### config.mk
export PLATFORM = sky130hd
export DESIGN_NAME = if_fetch_stage
export DESIGN_NICKNAME = d
export VERILOG_FILES = /design/src/rtl/if_fetch_stage.sv
export SDC_FILE = /design/constraint.sdc
export NUM_CORES = 1
export LEC_CHECK = 0
export ABC_CLOCK_PERIOD_IN_PS = 3840
export BUFFER_PORTS_ARGS = -buffer_cell sky130_fd_sc_hd__buf_2
export CAP_MARGIN = 40
export CORE_ASPECT_RATIO = 1.75
export CORE_MARGIN = 1
export CORE_UTILIZATION = 50
export DETAILED_ROUTE_END_ITERATION = 16
export GPL_TIMING_DRIVEN = 1
export PLACE_DENSITY_LB_ADDON = 0.2
export SKIP_LAST_GASP = 1
export SLEW_MARGIN = 20
export SYNTH_ARGS = -nofsm -noshare
export SYNTH_HDL_FRONTEND = slang
export SYNTH_SLANG_ARGS = --single-unit
### constraint.sdc
create_clock -name CLK -period 3.84 [get_ports CLK]
set_input_delay 0.192 -clock CLK [delete_from_list [all_inputs] [get_ports CLK]]
set_output_delay 0.192 -clock CLK [all_outputs]
set_load 0.02 [all_outputs]
### src/rtl/if_fetch_stage.sv
// Instruction fetch stage: PC register, IF/ID pipeline register and RUN/HALTED FSM.
// Optional performance counters are enabled with macro IF_FETCH_PERF_CNT_EN.
module if_fetch_stage #(
  parameter logic [31:0] RESET_PC   = 32'h0000_0000,
  parameter logic [31:0] HALT_INST0 = 32'h00c0_0093,
  parameter logic [31:0] HALT_INST1 = 32'h0000_8067
) (
  input  logic        CLK,
  input  logic        RSTn,
  input  logic        STALL_IF,
  input  logic        REDIRECT_EN,
  input  logic [31:0] REDIRECT_PC,
  input  logic [31:0] I_MEM_DI,
  output logic [31:0] I_MEM_ADDR,
  output logic        I_MEM_CSN,
  output logic [31:0] PC_IFID,
  output logic [31:0] ADD_PC_IFID,
  output logic [31:0] INST_IFID,
  output logic        VALID_IFID,
  output logic        HALT_IFID
`ifdef IF_FETCH_PERF_CNT_EN
  ,
  output logic [31:0] RUN_CNT,
  output logic [31:0] STALL_CNT
`endif
);

  typedef enum logic {RUN, HALTED} state_t;

  typedef struct packed {
    logic [31:0] pc;
    logic [31:0] add_pc;
    logic [31:0] inst;
    logic        valid;
    logic        halt;
  } ifid_t;

  state_t      state;
  logic [31:0] pc;
  logic [31:0] pc_plus4;
  logic [31:0] last_inst;
  logic        halt_hit;
  ifid_t       ifid;

  assign pc_plus4   = pc + 32'd4;
  assign halt_hit   = (last_inst == HALT_INST0) && (I_MEM_DI == HALT_INST1);

  assign I_MEM_ADDR  = pc;
  assign I_MEM_CSN   = (state == HALTED);
  assign PC_IFID     = ifid.pc;
  assign ADD_PC_IFID = ifid.add_pc;
  assign INST_IFID   = ifid.inst;
  assign VALID_IFID  = ifid.valid;
  assign HALT_IFID   = ifid.halt;

  // Priority: redirect > stall > halted bubble > normal fetch.
  always_ff @(posedge CLK or negedge RSTn) begin
    if (!RSTn) begin
      pc        <= RESET_PC;
      state     <= RUN;
      last_inst <= '0;
      ifid      <= '0;
    end else if (REDIRECT_EN) begin
      pc        <= {REDIRECT_PC[31:2], 2'b00};
      state     <= RUN;
      last_inst <= '0;
      ifid      <= '0;
    end else if (STALL_IF) begin
      pc        <= pc;
    end else if (state == HALTED) begin
      ifid      <= '0;
    end else begin
      ifid.pc     <= pc;
      ifid.add_pc <= pc_plus4;
      ifid.inst   <= I_MEM_DI;
      ifid.valid  <= 1'b1;
      last_inst   <= I_MEM_DI;
      if (halt_hit) begin
        ifid.halt <= 1'b1;
        state     <= HALTED;
      end else begin
        ifid.halt <= 1'b0;
        pc        <= pc_plus4;
      end
    end
  end

`ifdef IF_FETCH_PERF_CNT_EN
  always_ff @(posedge CLK or negedge RSTn) begin
    if (!RSTn) begin
      RUN_CNT   <= '0;
      STALL_CNT <= '0;
    end else begin
      if (state == RUN && !STALL_IF && RUN_CNT != '1)
        RUN_CNT <= RUN_CNT + 32'd1;
      if (STALL_IF && !REDIRECT_EN && STALL_CNT != '1)
        STALL_CNT <= STALL_CNT + 32'd1;
    end
  end
`endif

endmodule

==> metrics.txt, run 1 <==
outcome finished clean; First-pass DRT Iterations 4; Post-CTS Setup Bufs 0; top cells by count, synth 158 x dfrtp_1, 112 x nand2_1, 62 x a22o_1, 46 x clkbuf_1, 35 x o21ai_0; synthesis-to-finish area growth 24.1%; antenna violations before repair 0; fin cells 1044; Max FO, Critical Path 12; number of global-route vias before repair 6300; Tot GR Track Use 27.9%; max cap viols 0; min-delay worst type primary input to flop; Final #Nets just over 900; fin util 63.4%; first-pass GRT wire length 31700 µm; worst slew pin tran 0.786 ns; core area 13800 µm²; Ant. Diodes 0; Pleak 4.15 nW; post-cts resize count 0; Setup violations, final 0; count leader, synth dfrtp_1; Worst EP arrival 3.05 ns; Routed WL per cell between 15 and 20 µm; relative slew slack 47.4%; setup_tns 0 ns; Die Y around 160 µm; Yosys Warn Count 0; # port buffers 194; hold depth 3; Ports 199; Worst-Skew Late Latency 0.43 ns; Tmin final ~2.7 ns; TritonCTS clock tree yes; Final HPWL DP around 14000 µm; sequential element share of the synthesized area a little under three fifths; H-tree Lvls 4; vias 6255; max-slew violations 0; layout cell share with drive strength beyond 1 29.3%; fin crit share between 70% and 80%; clk sinks 158; most common flop cell mapped by yosys dfrtp_1; synthesized flop and latch total between 150 and 200; Die X 91.9 µm; RSZ-0062 raised after global routing no; CTS max path bufs 2; Pwr Density 473 nW/µm²; clock root buffer clkbuf_16; synth unique cells 52; Clock transition at path regs around 0.070 ns; Final ANT Viol Nets 0; CTS buffer count 17; clock skew between 0.009 and 0.01 ns; DRC Markers 0; Post-synth EDFFs 0; cell taking the most area after synthesis dfrtp_1; top cell type's share of synthesized area 55.9%; Mapped Cells 690; worst vdd ir between 0.3 and 0.4 mV; Hold Buf Count CTS 4; Post-Layout Inst Area 8770 µm²; final WL 19800 µm; pin count of the biggest net entering global routing 67; WP data required 4.19 ns; gp weighted congestion 0.878; Syn Area/Cell between 10 and 15 µm²; CP endpoint kind flop; Placed Area 8160 µm²; DRT iter0 DRCs 311; initial core utilization around 51%; Synth area leaders dfrtp_1 56%, a22o_1 7.7%, nand2_1 5.9%; Row Count 57; Overflow after GRT 0; fraction of registers with async set/reset 100%; Inst Count DP slightly above 1000; FMAX 371 MHz; kind of critical path flop to flop; Design Power 4.15 mW; mapped cell area about 7000 µm²; Via density 5.99; DIE AREA 14600 µm²; Worst R2R Path Depth 6; Hold Vio Cnt, Final 0; CP Launch Type flop
-- state kept, by name, summed over array words and instances (netlist names) --
name and count:
I_MEM_ADDR 30, PC_IFID 31, I_MEM_CSN 1, VALID_IFID 1
last_inst 32, HALT_IFID 1, INST_IFID 32, ADD_PC_IFID 30
-- worst max-delay path, cell delays in order, from the launching register on --
cell and delay, ns:
dfrtp_1 0.51, ha_1 0.27, nand3_1 0.19, nor2_1 0.67
nand3_1 0.28, or4_1 0.53, a31oi_1 0.17
-- cell type report --
cell class,instances,area [µm²]
fillers,1178,5060
flip-flops and latches,158,3950
multi-input cells,465,2860
repair buffers,210,1160
clock buffers,19,443
well taps,177,221
clock inverters,13,130
inverters,2,7.51
-- cell families (layout without fill, tap and decap cells) --
family / after synthesis / count (layout) / synth area share [%]
adders and majority gates: 1 / 1 / 0.177
other: 1 / 2 / 0.0530
muxes: 1 / 1 / 0.142
and+or+nand+nor: 250 / 250 / 18.2
buffers and inverters: 68 / 244 / 4.12
DFF: 158 / 158 / 55.9
AOI/OAI and AO/OA: 185 / 185 / 18.2
xor gates and xnor gates: 26 / 26 / 3.22
-- path summary, 6_finish.rpt --
path | from | to | slack, ns
min in group asynchronous | RSTn | PC_IFID[16]$_DFFE_PN0N_ | 0.22
setup reg to reg | I_MEM_ADDR[2]$_DFFE_PN0P_ | I_MEM_ADDR[26]$_DFFE_PN0P_ | 1.14
max in group asynchronous | RSTn | I_MEM_ADDR[10]$_DFFE_PN0P_ | 2.60
hold reg to reg | PC_IFID[28]$_DFFE_PN0N_ | PC_IFID[28]$_DFFE_PN0N_ | 0.48
hold / removal | I_MEM_DI[20] | last_inst[20]$_DFFE_PN0P_ | 0.02
setup / recovery | I_MEM_ADDR[2]$_DFFE_PN0P_ | I_MEM_ADDR[26]$_DFFE_PN0P_ | 1.14
-- metal layers --
layer	global-route usage, %	part of all wire (%)
met4	14.0	3.6
met2	48.9	54
met1	31.8	37
met5	0	0
met3	5.83	5.3
-- stage by stage --
stage,setup WS (ns),hold WS (ns)
6_report,1.14,0.0219
5_1_grt,0.897,0.0171
4_1_cts,1.12,0.00433
3_5_place_dp,1.15,0.101
3_3_place_gp,1.19,0.340
2_1_floorplan,1.56,-0.104
-- report_power, final --
| group | internal [mW] | total [mW] | switching (mW) | leakage, nW |
|---|---|---|---|---|
| logic | 0.222 | 0.612 | 0.390 | 1.84 |
| registers | 1.78 | 1.90 | 0.121 | 2.04 |
| clock network | 0.923 | 1.64 | 0.719 | 0.266 |
-- cells in the final DEF (no fill, tap or decap), types with 3 or more instances in the layout --
cell type        n
buf_2          193
dfrtp_1        158
nand2_1        112
a22o_1          62
o21ai_0         35
a21oi_1         33
nor2_1          27
a31oi_1         23
xor2_1          19
nand3_1         17
clkbuf_16       17
o31ai_1         16
or4_1           16
nand4_1         15
nor4_1          13
buf_4            9
nor3_1           7
xnor2_1          7
nor4b_1          6
or3_1            5
clkinvlp_4       5
and3_1           4
and4_1           4
nor4bb_1         4
o211ai_1         4
dlygate4sd3_1    4
a221o_1          3
inv_6            3
No activity file was read; power rests on OpenSTA's default activity.
==> run 2, diff against run 1 <==
--- a/config.mk
+++ b/config.mk
@@ -5,12 +5,12 @@
 export SDC_FILE = /design/constraint.sdc
 export NUM_CORES = 1
 export LEC_CHECK = 0
-export ABC_CLOCK_PERIOD_IN_PS = 3840
+export ABC_CLOCK_PERIOD_IN_PS = 2300
 export BUFFER_PORTS_ARGS = -buffer_cell sky130_fd_sc_hd__buf_2
 export CAP_MARGIN = 40
 export CORE_ASPECT_RATIO = 1.75
 export CORE_MARGIN = 1
-export CORE_UTILIZATION = 50
+export CORE_UTILIZATION = 47
 export DETAILED_ROUTE_END_ITERATION = 16
 export GPL_TIMING_DRIVEN = 1
 export PLACE_DENSITY_LB_ADDON = 0.2
==> constraint.sdc (replaced) <==
create_clock -name CLK -period 2.3 [get_ports CLK]
set_input_delay 0.115 -clock CLK [delete_from_list [all_inputs] [get_ports CLK]]
set_output_delay 0.115 -clock CLK [all_outputs]
set_load 0.02 [all_outputs]
==> metrics.txt, run 2 (same netlist as run 1, synthesis figures left out) <==
outcome finished clean; Worst R2R Path Depth 5 (-1); Design Power 7.26 mW (+75%); Ports 199 (unchanged); clk sinks 158 (unchanged); first-pass GRT wire length 34100 µm (+7.8%); PnR worst setup slack 0.0630 ns (-1.08 ns); WP data required 2.64 ns (-1.55 ns); most common cell after layout, fill and taps aside buf_2; DIE AREA 15600 µm² (+6.3%); Die X 94.7 µm (+3.1%); max-slew violations 0 (unchanged); Tmin final 2.24 ns (-0.461 ns); kind of critical path flop to flop; Pleak 4.67 nW (+13%); worst vdd ir 0.481 mV (+26%); Ant. Diodes 0 (unchanged); Tot GR Track Use 29.0% (+1.1 points); fin crit share 97.3% (+27 points); DRT iter0 DRCs 376 (+21%); Row Count 59 (+3.5%); vias 6671 (+6.7%); CP Cell Sequence nand4_2 -> or3_4 -> or3_4 -> or4_1 -> a31oi_1; Worst EP arrival 2.57 ns (-0.48 ns); TritonCTS clock tree yes; core area 14800 µm² (+6.7%); CP endpoint kind flop; Setup WS pre-CTS 0.0221 ns (-1.13 ns); Via density 5.75 (-4.0%); setup_tns 0 ns (unchanged); R2R setup slack 0.06 ns (-1.08 ns); cell mode on critical path or3_4; CTS max path bufs 2 (unchanged); First-pass DRT Iterations 5 (+1); pin count of the biggest net entering global routing 68 (+1.5%); layout cell share with drive strength beyond 1 31.9% (+2.6 points); number of global-route vias before repair 6601 (+4.8%); FMAX 447 MHz (+21%); Die Y 164 µm (+3.1%); worst slew pin tran 0.625 ns (-0.161 ns); Worst path slowest cell or4_1; Placed Area 8530 µm² (+4.5%); min-delay worst type primary input to flop; gp weighted congestion 0.864 (-1.5%); Final #Nets 1033 (+12%); H-tree Lvls 4 (unchanged); Final HPWL DP 15200 µm (+12%); Worst-Skew Late Latency 0.42 ns (about the same); Max FO, Critical Path 5 (-7); initial core utilization 47.9% (-3.2 points); max cap viols 0 (unchanged); final-layout fill cell count 1179 (+0.085%); DRC Markers 0 (unchanged); hold_ws 0.0830 ns (+0.0611 ns); hold depth 3 (unchanged); most frequent cells in the layout 193 x buf_2, 157 x dfrtp_1, 112 x nand2_1; Pwr Density 738 nW/µm² (+56%); relative slew slack 58.0% (+11 points); clock skew 0.0105 ns (+0.000548 ns); CP Launch Type flop; Setup violations, final 0 (unchanged); Overflow after GRT 0 (unchanged); clock root buffer clkbuf_16; Post-Layout Inst Area 9830 µm² (+12%); Routed WL per cell 19.2 µm (+1.3%); Final ANT Viol Nets 0 (unchanged); synthesis-to-finish area growth 39.0%; # port buffers 194 (unchanged); Clock transition at path regs 0.06 ns (about the same); CTS buffer count 17 (unchanged); antenna violations before repair 0 (unchanged); Hold Vio Cnt, Final 0 (unchanged); RSZ-0062 raised after global routing yes; CP max stage delay 0.51 ns (-0.16 ns); final WL 22200 µm (+13%)
## run 2: metrics by stage
step	cells	utilization, %
2_1_floorplan	691	-
3_3_place_gp	1062	57.8
3_5_place_dp	1062	57.8
4_1_cts	1157	66.1
5_1_grt	1160	66.6
6_report	1160	66.6
## run 2: path summary, 6_finish.rpt
| path | startpoint | end |
|---|---|---|
| min in group asynchronous | RSTn | PC_IFID[15]$_DFFE_PN0N_ |
| worst min register to register | VALID_IFID$_DFFE_PN0N_ | VALID_IFID$_DFFE_PN0N_ |
| worst max register to register | I_MEM_ADDR[11]$_DFFE_PN0P_ | I_MEM_ADDR[25]$_DFFE_PN0P_ |
| worst min-delay path | STALL_IF | I_MEM_CSN$_DFFE_PN0N_ |
| max in group asynchronous | RSTn | I_MEM_ADDR[3]$_DFFE_PN0P_ |
| worst max-delay path | I_MEM_ADDR[11]$_DFFE_PN0P_ | I_MEM_ADDR[25]$_DFFE_PN0P_ |
## run 2: cell type report
cell class / count / area, µm² / area share [%]
sequential: 158 / 3960 / 40.2
multi-input combinational: 465 / 2890 / 29.4
timing repair buffer: 320 / 2140 / 21.8
clock buffer: 19 / 443 / 4.51
tap: 183 / 229 / 2.33
clock inverter: 13 / 156 / 1.59
inverter: 2 / 7.51 / 0.0764
## run 2: critical path, delay by kind of cell (launching register included)
kind / cells / cell delay, ns
DFF: 1 / 0.37
and+or+nand+nor: 4 / 1.60
AOI/OAI and AO/OA: 1 / 0.19
## run 2: power breakdown
part | internal (mW) | switching (mW) | leakage, nW
clock network | 1.66 | 1.21 | 0.292
logic | 0.511 | 0.783 | 2.34
registers | 2.97 | 0.128 | 2.04
total | 5.14 | 2.12 | 4.67
## run 2: repair_timing
item | in CTS | in global routing
cloned | 0 | 1
setup buffers | 0 | 2
endpoints found under the hold margin | 150 | 0
resized for setup | 1 | 8
hold buffers | 63 | 0
pin swaps | 0 | 2
setup endpoints to repair | 1 | 18
## run 2: per-layer routing
metal | global-route usage, % | part of all wire [%]
met1 | 32.2 | 37
met5 | 0 | 0
met4 | 15.4 | 4.1
met2 | 51.3 | 54
met3 | 5.79 | 5.4
==> run 3, diff against run 2 <==
--- a/config.mk
+++ b/config.mk
@@ -6,11 +6,12 @@
 export NUM_CORES = 1
 export LEC_CHECK = 0
 export ABC_CLOCK_PERIOD_IN_PS = 2300
-export BUFFER_PORTS_ARGS = -buffer_cell sky130_fd_sc_hd__buf_2
+export BUFFER_PORTS_ARGS = -buffer_cell sky130_fd_sc_hd__buf_4
 export CAP_MARGIN = 40
 export CORE_ASPECT_RATIO = 1.75
 export CORE_MARGIN = 1
-export CORE_UTILIZATION = 47
+export CORE_UTILIZATION = 49
+export CTS_BUF_LIST = sky130_fd_sc_hd__clkbuf_8
 export DETAILED_ROUTE_END_ITERATION = 16
 export GPL_TIMING_DRIVEN = 1
 export PLACE_DENSITY_LB_ADDON = 0.2
==> metrics.txt, run 3 (same netlist as run 1, synthesis figures left out) <==
WP data required 2.69 ns (+0.05 ns); Clock transition at path regs 0.09 ns (+0.03 ns); synthesis-to-finish area growth 43.1%; Sequential Power Share 45.9% (+3.2 points); first-pass GRT wire length 35400 µm (+3.6%); fin util 72.4% (+5.8 points); Reg2Reg Launch Point I_MEM_ADDR[11]$_DFFE_PN0P_; Hold Vio Cnt, Final 0 (unchanged); hold depth 3 (unchanged); hold_ws 0.0136 ns (-0.0694 ns); setup_tns 0 ns (unchanged); Overflow after GRT 0 (unchanged); R2R setup slack 0.09 ns (+0.03 ns); gp weighted congestion 0.899 (+4.0%); Via density 5.90 (+2.6%); final-layout fill cell count 1025 (-13%); Pleak 4.69 nW (+0.36%); worst setup path start I_MEM_ADDR[11]$_DFFE_PN0P_; vias 6811 (+2.1%); fin crit share 96.2% (-1.1 points); Post-Layout Inst Area 10100 µm² (+2.9%); max cap viols 0 (unchanged); cell-internal power 4.63 mW (-9.8%); Design Power 6.77 mW (-6.7%); Setup violations, final 0 (unchanged); antenna violations before repair 0 (unchanged); worst slew pin tran 0.611 ns (-0.0133 ns); CP endpoint kind flop; Final #Nets 1033 (unchanged); CTS max path bufs 2 (unchanged); clock skew 0.0191 ns (+0.00857 ns); DRT iter0 DRCs 485 (+29%); Clock Power Share 33.1% (-6.3 points); # port buffers 194 (unchanged); clock root buffer clkbuf_8; Max FO, Critical Path 7 (+2); H-tree Lvls 4 (unchanged); Die Y 161 µm (-2.0%); Sw Share 31.6% (+2.4 points); First-pass DRT Iterations 5 (unchanged); RSZ-0062 raised after global routing yes; core area 14000 µm² (-5.3%); CTS buffer count 17 (unchanged); DIE AREA 14900 µm² (-4.0%); Tmin final 2.21 ns (-0.0253 ns); TritonCTS clock tree yes; clk sinks 158 (unchanged); Ports 199 (unchanged); Comb power frac 21.0% (+3.2 points); Final ANT Viol Nets 0 (unchanged); CP Launch Type flop; DRC Markers 0 (unchanged); end point of the critical path I_MEM_ADDR[17]$_DFFE_PN0P_; Crit Reg-Reg Endpoint I_MEM_ADDR[17]$_DFFE_PN0P_; number of global-route vias before repair 6874 (+4.1%); Routed WL per cell 19.3 µm (+0.60%); most frequent cells in the layout 252 x buf_4, 156 x dfrtp_1, 112 x nand2_1; max-slew violations 0 (unchanged); Final HPWL DP 15200 µm (about the same); Worst EP arrival 2.60 ns (+0.03 ns); Pwr Density 670 nW/µm² (-9.3%); final WL 22200 µm (about the same); Row Count 57 (-3.4%); switching power 2.14 mW (+1.1%); Die X 92.8 µm (-2.0%); layout cell share with drive strength beyond 1 31.8% (-0.10 points); Worst-Skew Late Latency 0.46 ns (+0.04 ns); Tot GR Track Use 30.5% (+1.5 points); initial core utilization 50.6% (+2.7 points); pin count of the biggest net entering global routing 61 (-10%); most common cell after layout, fill and taps aside buf_4; Ant. Diodes 0 (unchanged); relative slew slack 59.2% (+1.2 points); Placed Area 9010 µm² (+5.7%); kind of critical path flop to flop; FMAX 452 MHz (+1.1%); min-delay worst type primary input to flop; worst vdd ir 0.520 mV (+8.0%); outcome finished clean; Worst R2R Path Depth 6 (+1)
-- run 3: metrics by stage --
stage,cells,setup WS [ns]
after floorplan,691,0.0206
after global placement,1057,0.0493
after detailed placement,1057,-0.0291
after CTS,1152,0.00715
after global routing,1154,-0.0348
final,1154,0.0883
-- run 3: critical path, stage by stage, from the launching register on --
cell	delay, ns
dfrtp_1	0.43
buf_4	0.19
nand3_1	0.21
nor4_2	0.36
nand3_1	0.18
or4b_2	0.66
nand3_1	0.11
-- run 3: worst min path at each step --
stage	from	to	slack [ns]
after global placement	RSTn	PC_IFID[13]$_DFFE_PN0N_	0.13
after global routing	STALL_IF	I_MEM_CSN$_DFFE_PN0N_	0.02
final	STALL_IF	I_MEM_CSN$_DFFE_PN0N_	0.01
after CTS	STALL_IF	I_MEM_CSN$_DFFE_PN0N_	0.002
after floorplan	RSTn	ADD_PC_IFID[10]$_DFFE_PN0N_	-0.18
after detailed placement	RSTn	PC_IFID[15]$_DFFE_PN0N_	0.13
-- run 3: final cells by class --
class                      instances  area, µm²  share of cell area, %
sequential                       158       3960                   39.1
multi-input combinational        465       2880                   28.5
inverter                           2       7.51                 0.0742
clock buffer                      17        234                   2.31
timing repair buffer             320       2610                   25.8
tap                              177        221                   2.19
clock inverter                    15        196                   1.94
-- run 3: repair_timing --
action,CTS,global route
setup endpoints to repair,4,8
cloned,0,0
endpoints found under the hold margin,151,0
hold buffers,63,0
pin swaps,0,3
resized for setup,1,5
buffers inserted,0,2
-- run 3: routing by layer --
metal / global-route usage (%) / wire (µm)
met5: 0 / 0
met4: 13.5 / 943
met1: 34.8 / 8100
met2: 54.4 / 11900
met3: 5.92 / 1340
-- run 3: power groups by stage --
stage                     logic, mW  registers (mW)  clock network (mW)
after floorplan               0.428            3.36                   0
after global placement         1.30            3.14                   0
after detailed placement       1.32            3.16                   0
after CTS                      1.41            3.10                2.26
after global routing           1.52            3.13                2.39
final                          1.42            3.11                2.24
